==> src/rtl/calculator_input_ctrl.sv <==
// Calculator front panel controller.
// Turns five debounced button levels into cursor moves over a 6x4 key grid.
// Enter on the current key drives a small operand-entry state machine.
// All outputs come straight from registers.
module calculator_input_ctrl (
  input  logic        clk,
  input  logic        rst,
  input  logic        btn_up,
  input  logic        btn_down,
  input  logic        btn_left,
  input  logic        btn_right,
  input  logic        btn_enter,
  output logic [2:0]  pos_x,
  output logic [1:0]  pos_y,
  output logic        mode,
  output logic [2:0]  op,
  output logic [15:0] op1,
  output logic [15:0] op2,
  output logic [15:0] input_screen,
  output logic        exec_pulse
);

  typedef enum logic [1:0] {
    S_OP1  = 2'd0,
    S_OP2  = 2'd1,
    S_DONE = 2'd2
  } state_t;

  localparam int B_UP    = 0;
  localparam int B_DOWN  = 1;
  localparam int B_LEFT  = 2;
  localparam int B_RIGHT = 3;
  localparam int B_ENTER = 4;

  logic [4:0] btn_raw;
  logic [4:0] sync1;
  logic [4:0] sync2;
  logic [4:0] prev;
  logic [4:0] armed;
  logic [1:0] warm;
  logic [4:0] press;

  state_t      state;
  state_t      state_next;
  logic [2:0]  count;
  logic [2:0]  count_next;
  logic [2:0]  pos_x_next;
  logic [1:0]  pos_y_next;
  logic        mode_next;
  logic [2:0]  op_next;
  logic [15:0] op1_next;
  logic [15:0] op2_next;
  logic [15:0] screen_next;
  logic        exec_next;

  logic [3:0] key_digit;
  logic       enter_press;
  logic       is_digit;
  logic       is_op;
  logic       is_clr;
  logic       is_back;
  logic       is_mode;
  logic       is_exe;
  logic       digit_ok;

  assign btn_raw = {btn_enter, btn_right, btn_left, btn_down, btn_up};

  // Two-flop synchronizer plus edge history. The warm-up bits mark when sync2
  // holds a real sample after reset. A button is only armed once it has
  // genuinely been seen low, so a key held through reset release never fires.
  always_ff @(posedge clk or posedge rst) begin
    if (rst) begin
      sync1 <= '0;
      sync2 <= '0;
      prev  <= '0;
      armed <= '0;
      warm  <= '0;
    end else begin
      sync1 <= btn_raw;
      sync2 <= sync1;
      prev  <= sync2;
      warm  <= {warm[0], 1'b1};
      armed <= armed | ({5{warm[1]}} & ~sync2);
    end
  end

  assign press = sync2 & ~prev & armed;

  // Key decode always uses the cursor position held before this cycle's move.
  assign key_digit   = {pos_y, pos_x[1:0]};
  assign enter_press = press[B_ENTER];
  assign is_digit    = enter_press && (pos_x < 3'd4);
  assign is_op       = enter_press && (pos_x == 3'd4);
  assign is_clr      = enter_press && (pos_x == 3'd5) && (pos_y == 2'd0);
  assign is_back     = enter_press && (pos_x == 3'd5) && (pos_y == 2'd1);
  assign is_mode     = enter_press && (pos_x == 3'd5) && (pos_y == 2'd2);
  assign is_exe      = enter_press && (pos_x == 3'd5) && (pos_y == 2'd3);
  assign digit_ok    = mode || (key_digit <= 4'd9);

  // Cursor movement: at most one move per cycle, up > down > left > right, with wrap.
  always_comb begin
    pos_x_next = pos_x;
    pos_y_next = pos_y;
    if (press[B_UP]) begin
      pos_y_next = (pos_y == 2'd0) ? 2'd3 : pos_y - 2'd1;
    end else if (press[B_DOWN]) begin
      pos_y_next = (pos_y == 2'd3) ? 2'd0 : pos_y + 2'd1;
    end else if (press[B_LEFT]) begin
      pos_x_next = (pos_x == 3'd0) ? 3'd5 : pos_x - 3'd1;
    end else if (press[B_RIGHT]) begin
      pos_x_next = (pos_x == 3'd5) ? 3'd0 : pos_x + 3'd1;
    end
  end

  // Entry state machine: next state and next operand/screen values for the decoded key.
  always_comb begin
    state_next  = state;
    mode_next   = mode;
    op_next     = op;
    op1_next    = op1;
    op2_next    = op2;
    screen_next = input_screen;
    count_next  = count;
    exec_next   = 1'b0;

    if (is_clr || is_mode) begin
      mode_next   = mode ^ is_mode;
      op_next     = 3'd0;
      op1_next    = 16'h0000;
      op2_next    = 16'h0000;
      screen_next = 16'h0000;
      count_next  = 3'd0;
      state_next  = S_OP1;
    end else begin
      case (state)
        S_OP1, S_OP2: begin
          if (is_digit) begin
            if (digit_ok && (count != 3'd4)) begin
              screen_next = {input_screen[11:0], key_digit};
              count_next  = count + 3'd1;
            end
          end else if (is_back) begin
            if (count != 3'd0) begin
              screen_next = input_screen >> 4;
              count_next  = count - 3'd1;
            end
          end else if (is_op) begin
            if (state == S_OP1) begin
              op1_next    = input_screen;
              op_next     = {1'b0, pos_y};
              screen_next = 16'h0000;
              count_next  = 3'd0;
              state_next  = S_OP2;
            end
          end else if (is_exe) begin
            if (state == S_OP2) begin
              op2_next   = input_screen;
              exec_next  = 1'b1;
              state_next = S_DONE;
            end
          end
        end
        S_DONE: begin
          if (is_digit && digit_ok) begin
            op_next     = 3'd0;
            op1_next    = 16'h0000;
            op2_next    = 16'h0000;
            screen_next = {12'h000, key_digit};
            count_next  = 3'd1;
            state_next  = S_OP1;
          end
        end
        default: begin
          state_next = S_OP1;
        end
      endcase
    end
  end

  // State, cursor and datapath registers; every output is driven from here.
  always_ff @(posedge clk or posedge rst) begin
    if (rst) begin
      state        <= S_OP1;
      pos_x        <= 3'd0;
      pos_y        <= 2'd0;
      mode         <= 1'b0;
      op           <= 3'd0;
      op1          <= 16'h0000;
      op2          <= 16'h0000;
      input_screen <= 16'h0000;
      count        <= 3'd0;
      exec_pulse   <= 1'b0;
    end else begin
      state        <= state_next;
      pos_x        <= pos_x_next;
      pos_y        <= pos_y_next;
      mode         <= mode_next;
      op           <= op_next;
      op1          <= op1_next;
      op2          <= op2_next;
      input_screen <= screen_next;
      count        <= count_next;
      exec_pulse   <= exec_next;
    end
  end

endmodule

==> config.mk <==
export PLATFORM = sky130hd
export DESIGN_NAME = calculator_input_ctrl
export DESIGN_NICKNAME = d
export VERILOG_FILES = /design/src/rtl/calculator_input_ctrl.sv
export SDC_FILE = /design/constraint.sdc
export NUM_CORES = 1
export LEC_CHECK = 0
export BUFFER_PORTS_ARGS = -buffer_cell sky130_fd_sc_hd__buf_2
export CAP_MARGIN = 5
export CELL_PAD_IN_SITES_DETAIL_PLACEMENT = 1
export CELL_PAD_IN_SITES_GLOBAL_PLACEMENT = 1
export CORE_ASPECT_RATIO = 1.25
export CORE_MARGIN = 3
export CORE_UTILIZATION = 44
export CTS_CLUSTER_DIAMETER = 120
export DETAILED_ROUTE_END_ITERATION = 6
export PLACE_DENSITY = 0.82
export SLEW_MARGIN = 20
export SYNTH_ARGS = -nofsm -noshare
export SYNTH_HDL_FRONTEND = slang
export SYNTH_SLANG_ARGS = --single-unit
export TNS_END_PERCENT = 10
==> constraint.sdc <==
create_clock -name clk -period 2.6 [get_ports clk]
set_input_delay 0.26 -clock clk [delete_from_list [all_inputs] [get_ports clk]]
set_output_delay 0.26 -clock clk [all_outputs]
set_load 0.03 [all_outputs]
**Word level (Yosys, flattened, before mapping)**

Index checks and enable logic that the tools add are counted.

- $add $sub $neg: 6
- Order comparisons: 2
- Eq/ne operators: 23
- Mux-type cells: 63
- Bitwise gates (word level): 9
- Reduce and logical (&&, ||, !) cells: 24

Operators with widths:

| kind | count |
|---|---|
| 2-to-1 mux 16 bit | 20 |
| case mux 16 bit (2 select lines) | 3 |
| 2-to-1 mux 3 bit | 18 |
| != test 3 bit (second input constant) | 9 |
| 2-to-1 mux 2 bit | 12 |
| AND reduction 6 bit | 3 |
| != test 4 bit (second input constant) | 4 |
| AND 5 bit | 3 |
| != test 5 bit (second input constant) | 3 |
| case mux 3 bit (2 select lines) | 2 |
| NOT 5 bit | 2 |
| logical AND 1 bit | 9 |
| 2-to-1 mux 1 bit | 7 |
| AND reduction 7 bit | 1 |
| adder 3 x 1 -> 3 bit (second input constant) | 2 |
| == test 2 bit (second input constant) | 3 |
| == test 3 bit (second input constant) | 2 |
| nonzero test 3 bit | 2 |
| subtractor 3 x 1 -> 3 bit (second input constant) | 2 |
| OR 5 bit | 1 |
| == test 2 x 1 -> 1 bit (second input constant) | 2 |
| less-or-equal comparator 4 bit (second input constant) | 1 |
| logical NOT 2 bit | 2 |
| case mux 2 bit (2 select lines) | 1 |
| 10 further kinds | 13 |

- Register bits after elaboration: 85
- Output and inout port bits: 58

**Longest topological paths before layout**

- Depth in word-level cells: 11
- Mapped depth: 9
- Mapped depth without buffers: 7

**Worst setup path after synthesis**

Ideal clock, no wire load.

- Path type: register to register
- From: register pos_y[0]
- To: register count[0]
- Library setup time: 125 ps
- Arrival: 2,213 ps
- Required time: 2,475 ps
- Setup slack: 262 ps
- Stages on the path, launching flop included: 9
- Path through: dfrtp_1 ha_1 inv_1 a2111oi_0 o221a_1 o21a_1 buf_6 buf_6 mux2_4

- Word-level cells in the longest chain between the ends: 6

RTL lines:

| what | RTL line | RTL |
|---|---|---|
| from (decl) | 14 | `output logic [1:0] pos_y,` |
| from (signal assigned) | 196 | `pos_y <= pos_y_next;` |
| branches (longest 6 deep; another with less-or-equal comparator 4 bit) | -- |  |
| to (signal assigned) | 202 | `count <= count_next;` |
| to (decl) | 45 | `logic [2:0] count;` |

Several ways; the timed one is not identified.
A chain may end at the register's enable or synchronous reset.

**Final worst setup path**

- From: register pos_y[1]
- To: register input_screen[7]

- Word-level cells in the longest chain between the ends: 6

RTL lines:

| what | RTL line | RTL |
|---|---|---|
| branches (longest 6 deep; another with less-or-equal comparator 4 bit) | -- |  |
| to (signal assigned) | 201 | `input_screen <= screen_next;` |
| to (decl) | 19 | `output logic [15:0] input_screen,` |

Several ways; the timed one is not identified.

==> flow_summary.json <==
{
  "status": "finished clean",
  "worst_path_max_delay_cell": "dfrtp_1",
  "yosysWarningCount": 0,
  "slew_violations": 0,
  "fp.dieH_um": 107.6,
  "grt_use_total": 0.2020,
  "start_kind": "flop",
  "endpoint_kind": "flop",
  "htree_levels": 3,
  "total_power_w": 0.003534,
  "ir_drop_mv": 0.4622,
  "gp_congestion": 0.8296,
  "gr-total-overflow": 0,
  "io_buffers": 63,
  "crit_path_frequent_cell": "inv_1",
  "clock.fmax_mhz": 428.2,
  "post_cts_buffers": 0,
  "setup_viol": 0,
  "drt_iter0_drc": 98,
  "die-area_um2": 9391,
  "ys_async_sr_fraction": 1.000,
  "finalSetupTns_ns": 0,
  "maxSlewHeadroom": 0.5212,
  "core-area_um2": 7928,
  "placed_cells": 467,
  "cts.reportedPaths.clkPinSlew_ns": 0.08,
  "clockBufferDepth": 2,
  "required_ns": 2.84,
  "wl_per_cell_um": 17.96,
  "finalCritPeriodShare": 0.8983,
  "ff_latch_area_um2": 2102,
  "initial_utilization": 0.4583,
  "yosysSeqAreaShare": 0.5785,
  "ant_nets": 0,
  "layout_commonest_cell": "dfrtp_1",
  "clock_latency_ns": 0.36,
  "grt_max_degree": 44,
  "first_pass_iters": 4,
  "p_per_area_nw_per_um2": 814.7,
  "wl_um": 8782,
  "cts_tree": "yes",
  "drc": 0,
  "grt_pass1_vias": 2896,
  "worst_slew_pin_slew_ns": 0.7174,
  "clock-sinks": 84,
  "synth.top_cell.area_share": 0.5785,
  "num_antenna_cells": 0,
  "area_growth_pct": 19.39,
  "root_buffer": "clkbuf_8",
  "ys.flop_type": "dfrtp_1",
  "cts_hold_buf": 6,
  "cp_max_fo": 19,
  "crit_path_cell_trace": "inv_1, ha_1, inv_1, a2111oi_0, o221a_1, o21a_1, buf_12, mux2_2",
  "die_w_um": 87.28,
  "rsz0062_at_grt": "false",
  "finalNetCount": 403,
  "cts_resized": 0,
  "syn_inst": 311,
  "synth_edf_count": 0,
  "numCtsBuffers": 9,
  "routed-via-count": 2717,
  "synth_area_leaders": "dfrtp_1 (58%), a22o_1 (8.2%), nand2_1 (3.5%), a21oi_1 (2.9%), mux2_2 (2.8%)",
  "multiInputGateArea_um2": 1399,
  "hold_viol": 0,
  "instances_no_fill": 489,
  "dp_hpwl_um": 6083,
  "cpPeakStageDelay_ns": 0.46,
  "vias_per_cell": 5.556,
  "synth_top_area_cell": "dfrtp_1",
  "power.leakage_nw": 2.117,
  "ys_seq_elements": 84,
  "synth_area_per_cell_um2": 11.68,
  "antenna_found_initial": 0,
  "num_rows": 36,
  "finalHoldWorstSlack_ns": 0.3592,
  "hold_path_class": "reg -> reg",
  "fillCellCount": 877,
  "cp_data_arrival_time_ns": 2.58,
  "grt_pass1_wl_um": 14740,
  "layout-drive-gt1-share": 0.2792,
  "ys_types": 48,
  "drv_cap": 0,
  "syn-num-nets": 325,
  "io_pins": 65,
  "clock_skew_ns": 0.01280,
  "mostFrequentLayoutCells": "dfrtp_1 (84), buf_2 (63), nand2_1 (34), a22o_1 (34), a21oi_1 (21)",
  "final.min_clock_period_ns": 2.336,
  "crit_type": "reg -> reg",
  "syn_area_um2": 3633
}
-- path summary, 6_finish.rpt --
check	start	to	slack [ns]	cells past startpoint
max in group asynchronous	rst	input_screen[14]	1.40	4
hold reg to reg	warm[0]	warm[1]	0.36	0
setup / recovery	pos_y[1]	input_screen[7]	0.26	8
min in group asynchronous	rst	sync1[0]	0.54	3
hold / removal	warm[0]	warm[1]	0.36	0
setup reg to reg	pos_y[1]	input_screen[7]	0.26	8
-- cells by family after synthesis --
logic type                 Yosys count  synth area share
AOI/OAI and AO/OA                   83            0.1667
xor gates and xnor gates             3          0.007233
adders and majority gates            7           0.02410
buffers and inverters               29           0.03650
DFF                                 84            0.5785
muxes                               19           0.06233
other                                2          0.002067
and+or+nand+nor                     84            0.1226
-- sequential cells by signal, summed over array words and instances, names as in the netlist --
name / count
sync1: 5
op1: 16
mode: 1
op: 2
state: 2
prev: 5
pos_x: 3
pos_y: 2
input_screen: 16
count: 3
op2: 16
warm: 2
exec_pulse: 1
sync2: 5
armed: 5
-- power by group --
group	total [W]	switching, W	internal (W)
clock network	0.000853	0.000503	0.000350
logic	0.00106	0.000646	0.000411
registers	0.00162	0.000187	0.00144
total	0.00353	0.00134	0.00220
-- per-stage QoR --
step	utilization	setup WS (ns)	cell area, um2
final	0.5472	0.2645	4338
after detailed placement	0.5177	0.2819	4104
after global placement	0.5177	0.3748	4104
after CTS	0.5472	0.2701	4338
after global routing	0.5472	0.05831	4338
after floorplan	-	0.1749	3633
-- routing by layer --
metal / up-vias / wire [um] / GRT usage
met3: 11 / 348 / 0.02680
met2: 62 / 4599 / 0.3524
li1: 1258 / - / -
met5: - / 0 / 0
met4: 0 / 163 / 0.08224
met1: 1386 / 3669 / 0.2481
-- critical path, delay by kind of cell, from the launching register on --
kind | cells | cell delay [ns]
adder cells (fa/ha/maj) | 1 | 0.17
AO/OA/AOI/OAI | 3 | 0.87
buffers and inverters | 3 | 0.37
multiplexers | 1 | 0.35
flip-flops | 1 | 0.46
-- synth_stat cells (3+ instances only) --
cell type	number
dfrtp_1	84
a22o_1	34
nand2_1	34
a21oi_1	21
inv_1	16
nor2_1	11
mux2_2	9
o21ai_0	9
ha_1	7
clkbuf_1	6
a21o_1	5
mux2_4	5
mux2i_1	5
nor2b_1	5
buf_2	4
nand3_1	4
nand3b_1	4
nor3_1	4
and3b_1	3
nand2b_1	3
xnor2_1	3
-- layout make-up --
| cell class | count | area share |
|---|---|---|
| tap | 95 | 0.02740 |
| multi-input combinational | 198 | 0.3225 |
| clock buffer | 9 | 0.02855 |
| inverter | 16 | 0.01413 |
| timing repair buffer | 80 | 0.1113 |
| clock inverter | 7 | 0.01154 |
| sequential | 84 | 0.4846 |
Note: power is estimated with default switching activity, not from simulation.
